--- src/rtl/multicycle_control_unit_pkg.sv ---
// Shared definitions for the multi-cycle RV32I control unit: opcodes, classes,
// FSM states, mux select codes and ALU control encoding.
package rv32_ctrl_pkg;

    localparam logic [6:0] OPC_OP     = 7'b0110011;
    localparam logic [6:0] OPC_OP_IMM = 7'b0010011;
    localparam logic [6:0] OPC_LOAD   = 7'b0000011;
    localparam logic [6:0] OPC_STORE  = 7'b0100011;
    localparam logic [6:0] OPC_BRANCH = 7'b1100011;
    localparam logic [6:0] OPC_JAL    = 7'b1101111;
    localparam logic [6:0] OPC_JALR   = 7'b1100111;
    localparam logic [6:0] OPC_LUI    = 7'b0110111;
    localparam logic [6:0] OPC_AUIPC  = 7'b0010111;

    typedef enum logic [3:0] {
        CLS_NOP,
        CLS_R,
        CLS_I,
        CLS_LOAD,
        CLS_STORE,
        CLS_BRANCH,
        CLS_JAL,
        CLS_JALR,
        CLS_LUI,
        CLS_AUIPC
    } op_class_e;

    typedef enum logic [2:0] {
        ST_FETCH,
        ST_DECODE,
        ST_EXEC,
        ST_MEM,
        ST_WB,
        ST_TRAP
    } state_e;

    localparam logic [1:0] PC_PLUS4  = 2'd0;
    localparam logic [1:0] PC_TARGET = 2'd1;
    localparam logic [1:0] PC_JALR   = 2'd2;

    localparam logic [1:0] WB_ALU = 2'd0;
    localparam logic [1:0] WB_MEM = 2'd1;
    localparam logic [1:0] WB_PC4 = 2'd2;
    localparam logic [1:0] WB_IMM = 2'd3;

    localparam logic [1:0] TRAP_NONE    = 2'd0;
    localparam logic [1:0] TRAP_ILLEGAL = 2'd1;
    localparam logic [1:0] TRAP_BUS     = 2'd2;

    localparam logic [3:0] ALU_ADD = 4'b0000;
    localparam logic [3:0] ALU_SUB = 4'b1000;

    // funct7[5] only distinguishes SRAI among immediate ops; elsewhere it is immediate data
    function automatic logic [3:0] alu_ctrl(input op_class_e cls, input logic [2:0] f3,
                                            input logic f7b5);
        logic [3:0] res;
        res = ALU_ADD;
        case (cls)
            CLS_R:      res = {f7b5, f3};
            CLS_I:      res = {(f3 == 3'b101) & f7b5, f3};
            CLS_BRANCH: res = ALU_SUB;
            default:    res = ALU_ADD;
        endcase
        return res;
    endfunction

endpackage

--- src/rtl/multicycle_control_unit_if.sv ---
// Memory request/ready handshake between the control unit and the memory port.
interface multicycle_control_unit_if;
    logic memReq;
    logic memWe;
    logic addrSel;
    logic memReady;

    modport master (output memReq, output memWe, output addrSel, input memReady);
    modport slave  (input memReq, input memWe, input addrSel, output memReady);
endinterface

--- src/rtl/multicycle_control_unit_decoder.sv ---
// Combinational RV32I opcode classifier; unknown opcodes are flagged illegal.
module rv_opcode_decoder
    import rv32_ctrl_pkg::*;
(
    input  logic [6:0] opcode,
    output op_class_e  op_class,
    output logic       illegal
);

    always_comb begin
        op_class = CLS_NOP;
        illegal  = 1'b0;
        case (opcode)
            OPC_OP:     op_class = CLS_R;
            OPC_OP_IMM: op_class = CLS_I;
            OPC_LOAD:   op_class = CLS_LOAD;
            OPC_STORE:  op_class = CLS_STORE;
            OPC_BRANCH: op_class = CLS_BRANCH;
            OPC_JAL:    op_class = CLS_JAL;
            OPC_JALR:   op_class = CLS_JALR;
            OPC_LUI:    op_class = CLS_LUI;
            OPC_AUIPC:  op_class = CLS_AUIPC;
            default:    illegal  = 1'b1;
        endcase
    end

endmodule

--- src/rtl/multicycle_control_unit.sv ---
// Multi-cycle RV32I control FSM: FETCH/DECODE/EXEC/MEM/WB sequencing, bus
// timeout and illegal-opcode traps, retired-instruction counter.
module multicycle_control_unit
    import rv32_ctrl_pkg::*;
#(
    parameter int unsigned MEM_TIMEOUT     = 16,
    parameter bit          TRAP_ON_ILLEGAL = 1'b1,
    parameter int unsigned RET_W           = 32
) (
    input  logic                        clk,
    input  logic                        rst_n,
    multicycle_control_unit_if.master   bus,
    input  logic [31:0]                 inst,
    input  logic                        branchTaken,
    output logic                        irWrite,
    output logic                        pcWrite,
    output logic [1:0]                  pcSel,
    output logic                        aluSrcA,
    output logic                        aluSrcB,
    output logic [3:0]                  aluControl,
    output logic [2:0]                  brFunct3,
    output logic                        regWrite,
    output logic [1:0]                  wbSel,
    output logic                        trap,
    output logic [1:0]                  trapCause,
    output logic [RET_W-1:0]            instret
);

    localparam int unsigned CNT_W = (MEM_TIMEOUT > 2) ? $clog2(MEM_TIMEOUT) : 1;
    localparam logic [CNT_W-1:0] WAIT_LAST = CNT_W'((MEM_TIMEOUT > 0) ? MEM_TIMEOUT - 1 : 0);

    state_e           state_q, state_d;
    op_class_e        op_class_q, op_class_d;
    logic [2:0]       funct3_q, funct3_d;
    logic             f7b5_q, f7b5_d;
    logic [1:0]       trap_cause_q, trap_cause_d;
    logic [CNT_W-1:0] wait_cnt_q, wait_cnt_d;
    logic [RET_W-1:0] instret_q, instret_d;

    op_class_e dec_class;
    logic      dec_illegal;
    logic      retire;
    logic      waiting;
    logic      unused_inst_bits;

    rv_opcode_decoder u_decoder (
        .opcode   (inst[6:0]),
        .op_class (dec_class),
        .illegal  (dec_illegal)
    );

    assign unused_inst_bits = ^{inst[31], inst[29:15], inst[11:7]};

    always_ff @(posedge clk or negedge rst_n) begin
        if (!rst_n) begin
            state_q      <= ST_FETCH;
            op_class_q   <= CLS_NOP;
            funct3_q     <= '0;
            f7b5_q       <= 1'b0;
            trap_cause_q <= TRAP_NONE;
            wait_cnt_q   <= '0;
            instret_q    <= '0;
        end else begin
            state_q      <= state_d;
            op_class_q   <= op_class_d;
            funct3_q     <= funct3_d;
            f7b5_q       <= f7b5_d;
            trap_cause_q <= trap_cause_d;
            wait_cnt_q   <= wait_cnt_d;
            instret_q    <= instret_d;
        end
    end

    always_comb begin
        state_d      = state_q;
        op_class_d   = op_class_q;
        funct3_d     = funct3_q;
        f7b5_d       = f7b5_q;
        trap_cause_d = trap_cause_q;
        wait_cnt_d   = wait_cnt_q;
        retire       = 1'b0;
        waiting      = 1'b0;

        bus.memReq  = 1'b0;
        bus.memWe   = 1'b0;
        bus.addrSel = 1'b0;
        irWrite     = 1'b0;
        pcWrite     = 1'b0;
        pcSel       = PC_PLUS4;
        aluSrcA     = 1'b0;
        aluSrcB     = 1'b0;
        aluControl  = ALU_ADD;
        brFunct3    = '0;
        regWrite    = 1'b0;
        wbSel       = WB_ALU;
        trap        = 1'b0;
        trapCause   = TRAP_NONE;

        case (state_q)
            ST_FETCH: begin
                bus.memReq = 1'b1;
                if (bus.memReady) begin
                    irWrite = 1'b1;
                    pcWrite = 1'b1;
                    state_d = ST_DECODE;
                end else begin
                    waiting = 1'b1;
                end
            end
            ST_DECODE: begin
                op_class_d = dec_class;
                funct3_d   = inst[14:12];
                f7b5_d     = inst[30];
                if (!dec_illegal) begin
                    state_d = ST_EXEC;
                end else if (TRAP_ON_ILLEGAL) begin
                    trap_cause_d = TRAP_ILLEGAL;
                    state_d      = ST_TRAP;
                end else begin
                    retire  = 1'b1;
                    state_d = ST_FETCH;
                end
            end
            ST_EXEC: begin
                aluControl = alu_ctrl(op_class_q, funct3_q, f7b5_q);
                aluSrcA    = (op_class_q == CLS_JAL) || (op_class_q == CLS_AUIPC);
                aluSrcB    = (op_class_q != CLS_R) && (op_class_q != CLS_BRANCH);
                case (op_class_q)
                    CLS_BRANCH: begin
                        brFunct3 = funct3_q;
                        pcWrite  = branchTaken;
                        pcSel    = PC_TARGET;
                        retire   = 1'b1;
                        state_d  = ST_FETCH;
                    end
                    CLS_LOAD, CLS_STORE: state_d = ST_MEM;
                    default:             state_d = ST_WB;
                endcase
            end
            ST_MEM: begin
                bus.memReq  = 1'b1;
                bus.addrSel = 1'b1;
                bus.memWe   = (op_class_q == CLS_STORE);
                if (bus.memReady) begin
                    if (op_class_q == CLS_STORE) begin
                        retire  = 1'b1;
                        state_d = ST_FETCH;
                    end else begin
                        state_d = ST_WB;
                    end
                end else begin
                    waiting = 1'b1;
                end
            end
            ST_WB: begin
                regWrite = 1'b1;
                retire   = 1'b1;
                state_d  = ST_FETCH;
                case (op_class_q)
                    CLS_LOAD: wbSel = WB_MEM;
                    CLS_LUI:  wbSel = WB_IMM;
                    CLS_JAL: begin
                        wbSel   = WB_PC4;
                        pcWrite = 1'b1;
                        pcSel   = PC_TARGET;
                    end
                    CLS_JALR: begin
                        wbSel   = WB_PC4;
                        pcWrite = 1'b1;
                        pcSel   = PC_JALR;
                    end
                    default:  wbSel = WB_ALU;
                endcase
            end
            ST_TRAP: begin
                trap      = 1'b1;
                trapCause = trap_cause_q;
            end
            default: state_d = ST_TRAP;
        endcase

        // The last allowed wait cycle traps only if memReady is still low then
        if (waiting && (MEM_TIMEOUT > 0)) begin
            if (wait_cnt_q == WAIT_LAST) begin
                trap_cause_d = TRAP_BUS;
                state_d      = ST_TRAP;
            end else begin
                wait_cnt_d = wait_cnt_q + CNT_W'(1);
            end
        end
        if (state_d != state_q) begin
            wait_cnt_d = '0;
        end

        instret_d = instret_q + RET_W'(retire);

        // Reset already forces FETCH; this blanks FETCH's request while rst_n is low
        if (!rst_n) begin
            bus.memReq  = 1'b0;
            bus.memWe   = 1'b0;
            bus.addrSel = 1'b0;
            irWrite     = 1'b0;
            pcWrite     = 1'b0;
            pcSel       = PC_PLUS4;
            aluSrcA     = 1'b0;
            aluSrcB     = 1'b0;
            aluControl  = ALU_ADD;
            brFunct3    = '0;
            regWrite    = 1'b0;
            wbSel       = WB_ALU;
            trap        = 1'b0;
            trapCause   = TRAP_NONE;
        end
    end

    assign instret = instret_q;

endmodule

--- src/flat_wrapper.sv ---
// flat-port wrapper written by rule: the top's interface ports become plain ports
module multicycle_control_unit_flat import rv32_ctrl_pkg::*;
#(
    parameter int unsigned MEM_TIMEOUT     = 16,
    parameter bit          TRAP_ON_ILLEGAL = 1'b1,
    parameter int unsigned RET_W           = 32
)
  (clk, rst_n, inst, branchTaken, irWrite, pcWrite, pcSel, aluSrcA, aluSrcB, aluControl, brFunct3, regWrite, wbSel, trap, trapCause, instret, bus_memReq, bus_memWe, bus_addrSel, bus_memReady);
  multicycle_control_unit_if bus_i ();
  input  logic clk;
  input  logic rst_n;
  input  logic [31:0] inst;
  input  logic branchTaken;
  output logic irWrite;
  output logic pcWrite;
  output logic [1:0] pcSel;
  output logic aluSrcA;
  output logic aluSrcB;
  output logic [3:0] aluControl;
  output logic [2:0] brFunct3;
  output logic regWrite;
  output logic [1:0] wbSel;
  output logic trap;
  output logic [1:0] trapCause;
  output logic [RET_W-1:0] instret;
  output wire logic [$bits(bus_i.memReq)-1:0] bus_memReq;
  output wire logic [$bits(bus_i.memWe)-1:0] bus_memWe;
  output wire logic [$bits(bus_i.addrSel)-1:0] bus_addrSel;
  input wire logic [$bits(bus_i.memReady)-1:0] bus_memReady;
  assign bus_memReq = bus_i.memReq;
  assign bus_memWe = bus_i.memWe;
  assign bus_addrSel = bus_i.addrSel;
  assign bus_i.memReady = bus_memReady;
  multicycle_control_unit #(.MEM_TIMEOUT(MEM_TIMEOUT), .TRAP_ON_ILLEGAL(TRAP_ON_ILLEGAL), .RET_W(RET_W)) u_core (.clk(clk), .rst_n(rst_n), .bus(bus_i), .inst(inst), .branchTaken(branchTaken), .irWrite(irWrite), .pcWrite(pcWrite), .pcSel(pcSel), .aluSrcA(aluSrcA), .aluSrcB(aluSrcB), .aluControl(aluControl), .brFunct3(brFunct3), .regWrite(regWrite), .wbSel(wbSel), .trap(trap), .trapCause(trapCause), .instret(instret));
endmodule
--- config.mk ---
export PLATFORM = sky130hd
export DESIGN_NAME = multicycle_control_unit_flat
export DESIGN_NICKNAME = d
export VERILOG_FILES = /design/src/rtl/multicycle_control_unit_pkg.sv /design/src/rtl/multicycle_control_unit_if.sv /design/src/rtl/multicycle_control_unit_decoder.sv /design/src/rtl/multicycle_control_unit.sv /design/src/flat_wrapper.sv
export SDC_FILE = /design/constraint.sdc
export NUM_CORES = 1
export LEC_CHECK = 0
export CAP_MARGIN = 5
export CORE_UTILIZATION = 48
export CTS_BUF_LIST = sky130_fd_sc_hd__clkbuf_2
export CTS_CLUSTER_SIZE = 25
export DETAILED_ROUTE_END_ITERATION = 8
export GPL_TIMING_DRIVEN = 0
export HOLD_SLACK_MARGIN = 0.15
export PLACE_DENSITY = 0.86
export SYNTH_ARGS = -nofsm -noshare
export SYNTH_HDL_FRONTEND = slang
export SYNTH_HIERARCHICAL = 1
export SYNTH_SLANG_ARGS = --single-unit
--- constraint.sdc ---
create_clock -name clk -period 3.4 [get_ports clk]
set_input_delay 0.68 -clock clk [delete_from_list [all_inputs] [get_ports clk]]
set_output_delay 0.68 -clock clk [all_outputs]
set_load 0.01 [all_outputs]
=== Word level (Yosys, flattened, before mapping) ===
Cells that the tools add are included.

* Register bits after elaboration: 49
* Bits of input ports: 36
* Output and inout bits: 54
* Logic and storage cells: 106

* Add/subtract/negate cells: 2
* Equal/unequal tests: 29
* Multiplexer cells: 58
* Bitwise logic cells: 1
* Reduce and logical (&&, ||, !) cells: 9

{| class="wikitable"
|+ Operators with widths
! cell !! count
|-
| 4-bit case mux with 9 select lines || 1
|-
| 32-bit by 1-bit adder with 32-bit output || 1
|-
| 3-bit 2-to-1 mux || 9
|-
| 1-bit 2-to-1 mux || 26
|-
| 7-bit by 6-bit equality test with 1-bit output, second input constant || 3
|-
| 7-bit equality test, second input constant || 3
|-
| 4-bit 2-to-1 mux || 5
|-
| 2-bit 2-to-1 mux || 9
|-
| 3-bit case mux with 6 select lines || 1
|-
| 4-bit by 3-bit equality test with 1-bit output, second input constant || 4
|-
| 7-bit by 5-bit equality test with 1-bit output, second input constant || 2
|-
| 4-bit equality test, second input constant || 3
|-
| 4-bit case mux with 3 select lines || 1
|-
| 3-bit equality test, second input constant || 3
|-
| 9-bit OR reduction || 1
|-
| 4-bit by 2-bit equality test with 1-bit output, second input constant || 2
|-
| 2-bit case mux with 2 select lines || 2
|-
| 7-bit by 2-bit equality test with 1-bit output, second input constant || 1
|-
| 3-bit by 2-bit equality test with 1-bit output, second input constant || 2
|-
| 1-bit case mux with 3 select lines || 2
|-
| 2-bit case mux with 3 select lines || 1
|-
| 3-bit case mux with 2 select lines || 1
|-
| 2-bit OR reduction || 3
|-
| 4-bit by 1-bit adder with 4-bit output, second input constant || 1
|-
| 12 further kinds || 12
|}

=== Depth between registers and ports, before layout ===
* Word-level depth: 9
* Mapped depth: 11
* Mapped depth without buffers: 10

=== By module ===
Netlist, hierarchy kept.

{| class="wikitable"
|+ Modules (own cells, without submodules)
! module !! instances !! cells each !! area an instance (um^2) !! sequential area each (um^2)
|-
| multicycle_control_unit || 1 || 265 || 2650.0 || 1226.2
|-
| rv_opcode_decoder || 1 || 18 || 128.9 || 0.0
|}

=== Least setup slack after synthesis ===
OpenSTA, ideal clock, no wires.

* Path kind: register to register
* Start point: register u_core.op_class_q[1]
* End point: register u_core.instret_q[14], in the netlist u_core/instret[14]
* Setup time: 0.079 ns
* Data arrival time: 2.510 ns
* Data required time: 3.321 ns
* Slack: 0.810 ns
* Cell stages (with the launch flop): 12
* Path buffers: 1
* Period minus slack after synthesis: 2.590 ns
* Path through: dfrtp_1 > clkbuf_1 > nand2b_1 > nor4_1 > nor2_1 > o32ai_1 > ha_1 > ha_1 > inv_1 > or3b_4 > nor3_2 > xor2_1

* Cells in the longest elaborated chain, start to end: 5
* Elaborated cells between the ends (all ways): 7
* Classes of those cells: add/sub: 1; eq/ne: 2; mux: 4

{| class="wikitable"
|+ RTL lines
! what !! RTL line !! text
|-
| from (decl) || multicycle_control_unit.sv:33 || <nowiki>op_class_e op_class_q, op_class_d;</nowiki>
|-
| from (signal assigned) || multicycle_control_unit.sv:65 || <nowiki>op_class_q <= op_class_d;</nowiki>
|-
| 4-bit by 3-bit equality test with 1-bit output || multicycle_control_unit.sv:145 || <nowiki>if (op_class_q == CLS_STORE) begin</nowiki>
|-
| 1-bit 2-to-1 mux || multicycle_control_unit.sv:145 ||
|-
| 1-bit 2-to-1 mux || multicycle_control_unit.sv:144 || <nowiki>if (bus.memReady) begin</nowiki>
|-
| 1-bit case mux with 3 select lines (*) || multicycle_control_unit.sv:99 || <nowiki>case (state_q)</nowiki>
|-
| 32-bit by 1-bit adder with 32-bit output (*) || multicycle_control_unit.sv:195 || <nowiki>instret_d = instret_q + RET_W'(retire);</nowiki>
|-
| via u_core.instret_d[14] || multicycle_control_unit.sv:38 || <nowiki>logic [RET_W-1:0] instret_q, instret_d;</nowiki>
|-
| to (signal assigned) || multicycle_control_unit.sv:70 || <nowiki>instret_q <= instret_d;</nowiki>
|-
| to (decl) || multicycle_control_unit.sv:38 ||
|}

Mark *: on every way through the listed nets, which the timed path passes. The rest lies on a longest branch.
A chain may end at the register's enable or synchronous reset.

=== Final worst setup path ===
* Start point: register u_core.state_q[2]
* End point: output aluControl[1]

* Cells in the longest elaborated chain, start to end: 3

{| class="wikitable"
|+ RTL lines
! what !! RTL line !! text
|-
| from (decl) || multicycle_control_unit.sv:32 || <nowiki>state_e state_q, state_d;</nowiki>
|-
| from (signal assigned) || multicycle_control_unit.sv:64 || <nowiki>state_q <= state_d;</nowiki>
|-
| 3-bit by 2-bit equality test with 1-bit output || multicycle_control_unit.sv:99 ||
|-
| 4-bit 2-to-1 mux || multicycle_control_unit.sv:99 ||
|-
| 4-bit 2-to-1 mux || multicycle_control_unit.sv:198 || <nowiki>if (!rst_n) begin</nowiki>
|-
| to (decl) || flat_wrapper.sv:19 || <nowiki>output logic [3:0] aluControl;</nowiki>
|}

No other way between the ends.

==> flow_summary.yaml <==
detailed_routing:
  vias: 2395
  wl_per_cell_um: 14.7
  totalWireLength_um: 6360
  drcViolationCount: 0
  dr.pass1.iters: 4
  ant_nets: 0
  drtIter0Drc: 200
  viasPerCell: 5.53
run:
  drv_cap: 0
cts:
  insertion_delay_ns: 0.43
  clockBufferDepth: 2
  cts_buffers: 5
  h-tree-depth: 2
  cts_tree: "yes"
  post_cts_buffers: 0
  clk_pin_slew_ns: 0.25
  cts_root_buf: "clkbuf_2"
  cts.sinks: 49
timing:
  worstMarginPinSlew_ns: 0.468
  fmax_mhz: 316
  finClkSkew_ns: 0.0265
  grt_setup_unrepaired: "false"
  finalSetupViolations: 0
  finalCriticalPeriod_ns: 3.16
  holdWs_ns: 0.276
  relSlewSlack_pct: 68.8
  slew_violations: 0
  final_hold_viol_count: 0
  min_period_over_period_pct: 93.0
finish:
  fin_cells: 433
  most-common-layout-cells: "clkdlybuf4s50_1, dfrtp_1, nor2_1"
  layout-drive-gt1-share_pct: 10.5
  layout_commonest_cell: "clkdlybuf4s50_1"
  fin_util_pct: 65.4
  fin_nets: 399
  n_antenna_cell: 0
  area_delta_synth_final_pct: 30.4
yosys:
  synth_top_area_cell: "dfrtp_1"
  syn_nets: 322
  syn_area_um2: 2780
  synth-edff-count: 0
  yosysSeqAreaShare_pct: 44.1
  netlist_top_cells_area: "dfrtp_1, xnor2_1, nor2_1"
  synth_seq_cells: 49
  ys_types: 54
  ys_async_sr_fraction_pct: 100
  synth_top_area_share_pct: 44.1
  yosys_warnings: 6
  synth_cells: 283
  synth.avg_cell_area_um2: 9.82
  ys_dominant_reg_cell: "dfrtp_1"
worst_setup_path:
  r2r-start: "u_core/op_class_q[1]"
  start_kind: "flip-flop"
  timing_worst_setup_path_type: "reg2out"
  rr_worst_depth: 11
  required_ns: 2.72
  rr_endpoint: "u_core/instret[14]"
  r2r_slack_ns: 0.40
  crit_arrival_ns: 2.48
  end_kind: "output port"
  crit_path_max_fanout: 5
floorplanning:
  start_util_pct: 50.2
  coreArea_um2: 5540
  dieHeight_um: 78.1
  die-width_um: 78.1
  num_io_pins: 90
  die-area_um2: 6100
  num_rows: 27
pwr:
  p_per_area_nw_per_um2: 395
  leakagePower_nw: 1.46
  max-vdd-ir-drop_v: 0.000253
global_route:
  grt_max_degree: 43
  first_global_vias: 2181
  grt_pass1_wl_um: 10600
  track_usage_pct: 21.7
  grt-ovfl-total: 0
  antenna_found_initial: 0
status:
  outcome: "finished, final reports clean"
placed_design:
  io_buffers: 68
  place.gp.congestion: 0.842
  hpwl_um: 4630
  dpl.cell_count: 424
hold_path:
  hold_path.class: "in2async"
through the flow:
step | power, W | setup TNS [ns] | cell area (µm²) | setup WS [ns]
floorplan | 0.00100 | 0 | 2780 | 0.810
global placement | 0.00118 | -31.64 | 3550 | -1.93
detailed placement | 0.00120 | 0 | 3560 | 0.165
CTS | 0.00144 | 0 | 3620 | 0.106
global route | 0.00152 | 0 | 3620 | 0.0467
finish | 0.00143 | 0 | 3620 | 0.238
layer usage:
layer	track usage [%]	vias up	share of wire [%]	routed length, µm
met5	0	-	0	0
met4	6.48	0	1.3	80
met3	3.26	9	4.7	301
met2	35.5	70	48	3080
met1	29.9	1163	46	2900
li1	-	1153	-	-
area by class of cell:
cell class,count,area [µm²]
Sequential cell,49,1230
Tap cell,72,90.1
Fill cell,484,1920
Inverter,6,22.5
Buffer,11,51.3
Clock inverter,1,7.51
Clock buffer,7,35.0
Multi-Input combinational cell,217,1490
Timing Repair Buffer,70,706
registers in the layout, summed over array words and instances (netlist names):
| signal | flops |
|---|---|
| u_core/instret | 32 |
| u_core/trap_cause_q | 2 |
| u_core/op_class_q | 4 |
| u_core/state_q | 3 |
| u_core/funct3_q | 3 |
| u_core/wait_cnt_q | 4 |
| u_core/f7b5_q | 1 |
synthesized netlist by cell type (all sizes together) (2+ instances only):
| cell type | n |
|---|---|
| dfrtp | 49 |
| nor2 | 32 |
| xnor2 | 26 |
| nand2 | 21 |
| nand3 | 16 |
| nand4 | 13 |
| nor3 | 10 |
| xor2 | 10 |
| nand2b | 9 |
| a21oi | 8 |
| and2 | 8 |
| and3 | 7 |
| mux2 | 7 |
| buf | 6 |
| inv | 6 |
| nand4b | 6 |
| clkbuf | 5 |
| nor4 | 5 |
| ha | 3 |
| nand3b | 3 |
| a21o | 2 |
| and4 | 2 |
| mux2i | 2 |
| nor2b | 2 |
| nor3b | 2 |
| o21ai | 2 |
| o32ai | 2 |
| or3b | 2 |
| or4 | 2 |
repair_timing:
item	CTS	global route
setup endpoints to repair	0	2
resized for setup	0	1
hold endpoints to repair	7	0
hold buffers	1	0
worst max-delay path: stages, from the launching register on:
cell and delay, ns:
dfrtp_1 0.45, nand2b_1 0.19, or3_1 0.42, nor4_2 0.28, and2_1 0.17, clkdlybuf4s50_1 0.54
worst max-delay path by stage:
| stage | from | end | slack [ns] | cells after the start |
|---|---|---|---|---|
| floorplan | u_core/op_class_q[1] | u_core/instret[14] | 0.81 | 11 |
| finish | u_core/state_q[2] | aluControl[1] | 0.24 | 5 |
| global placement | rst_n | aluControl[1] | -1.93 | 6 |
| detailed placement | rst_n | aluControl[1] | 0.16 | 6 |
| global route | u_core/state_q[1] | aluControl[1] | 0.05 | 5 |
| CTS | u_core/op_class_q[1] | pcWrite | 0.11 | 6 |
where the power goes:
group | switching [W] | total, W | internal, W
clock network | 0.000183 | 0.000240 | 0.0000567
registers | 0.0000823 | 0.000740 | 0.000658
logic | 0.000234 | 0.000452 | 0.000217
total | 0.000499 | 0.00143 | 0.000932
cells by family after synthesis:
group,synth area share [%]
multiplexers,3.56
flip-flops,44.1
buffers and inverters,2.66
adder cells (fa/ha/maj),1.35
AND/OR/NAND/NOR,30.8
AO/OA/AOI/OAI,6.21
XOR/XNOR,11.3
Note: power is estimated with default switching activity, not from simulation.
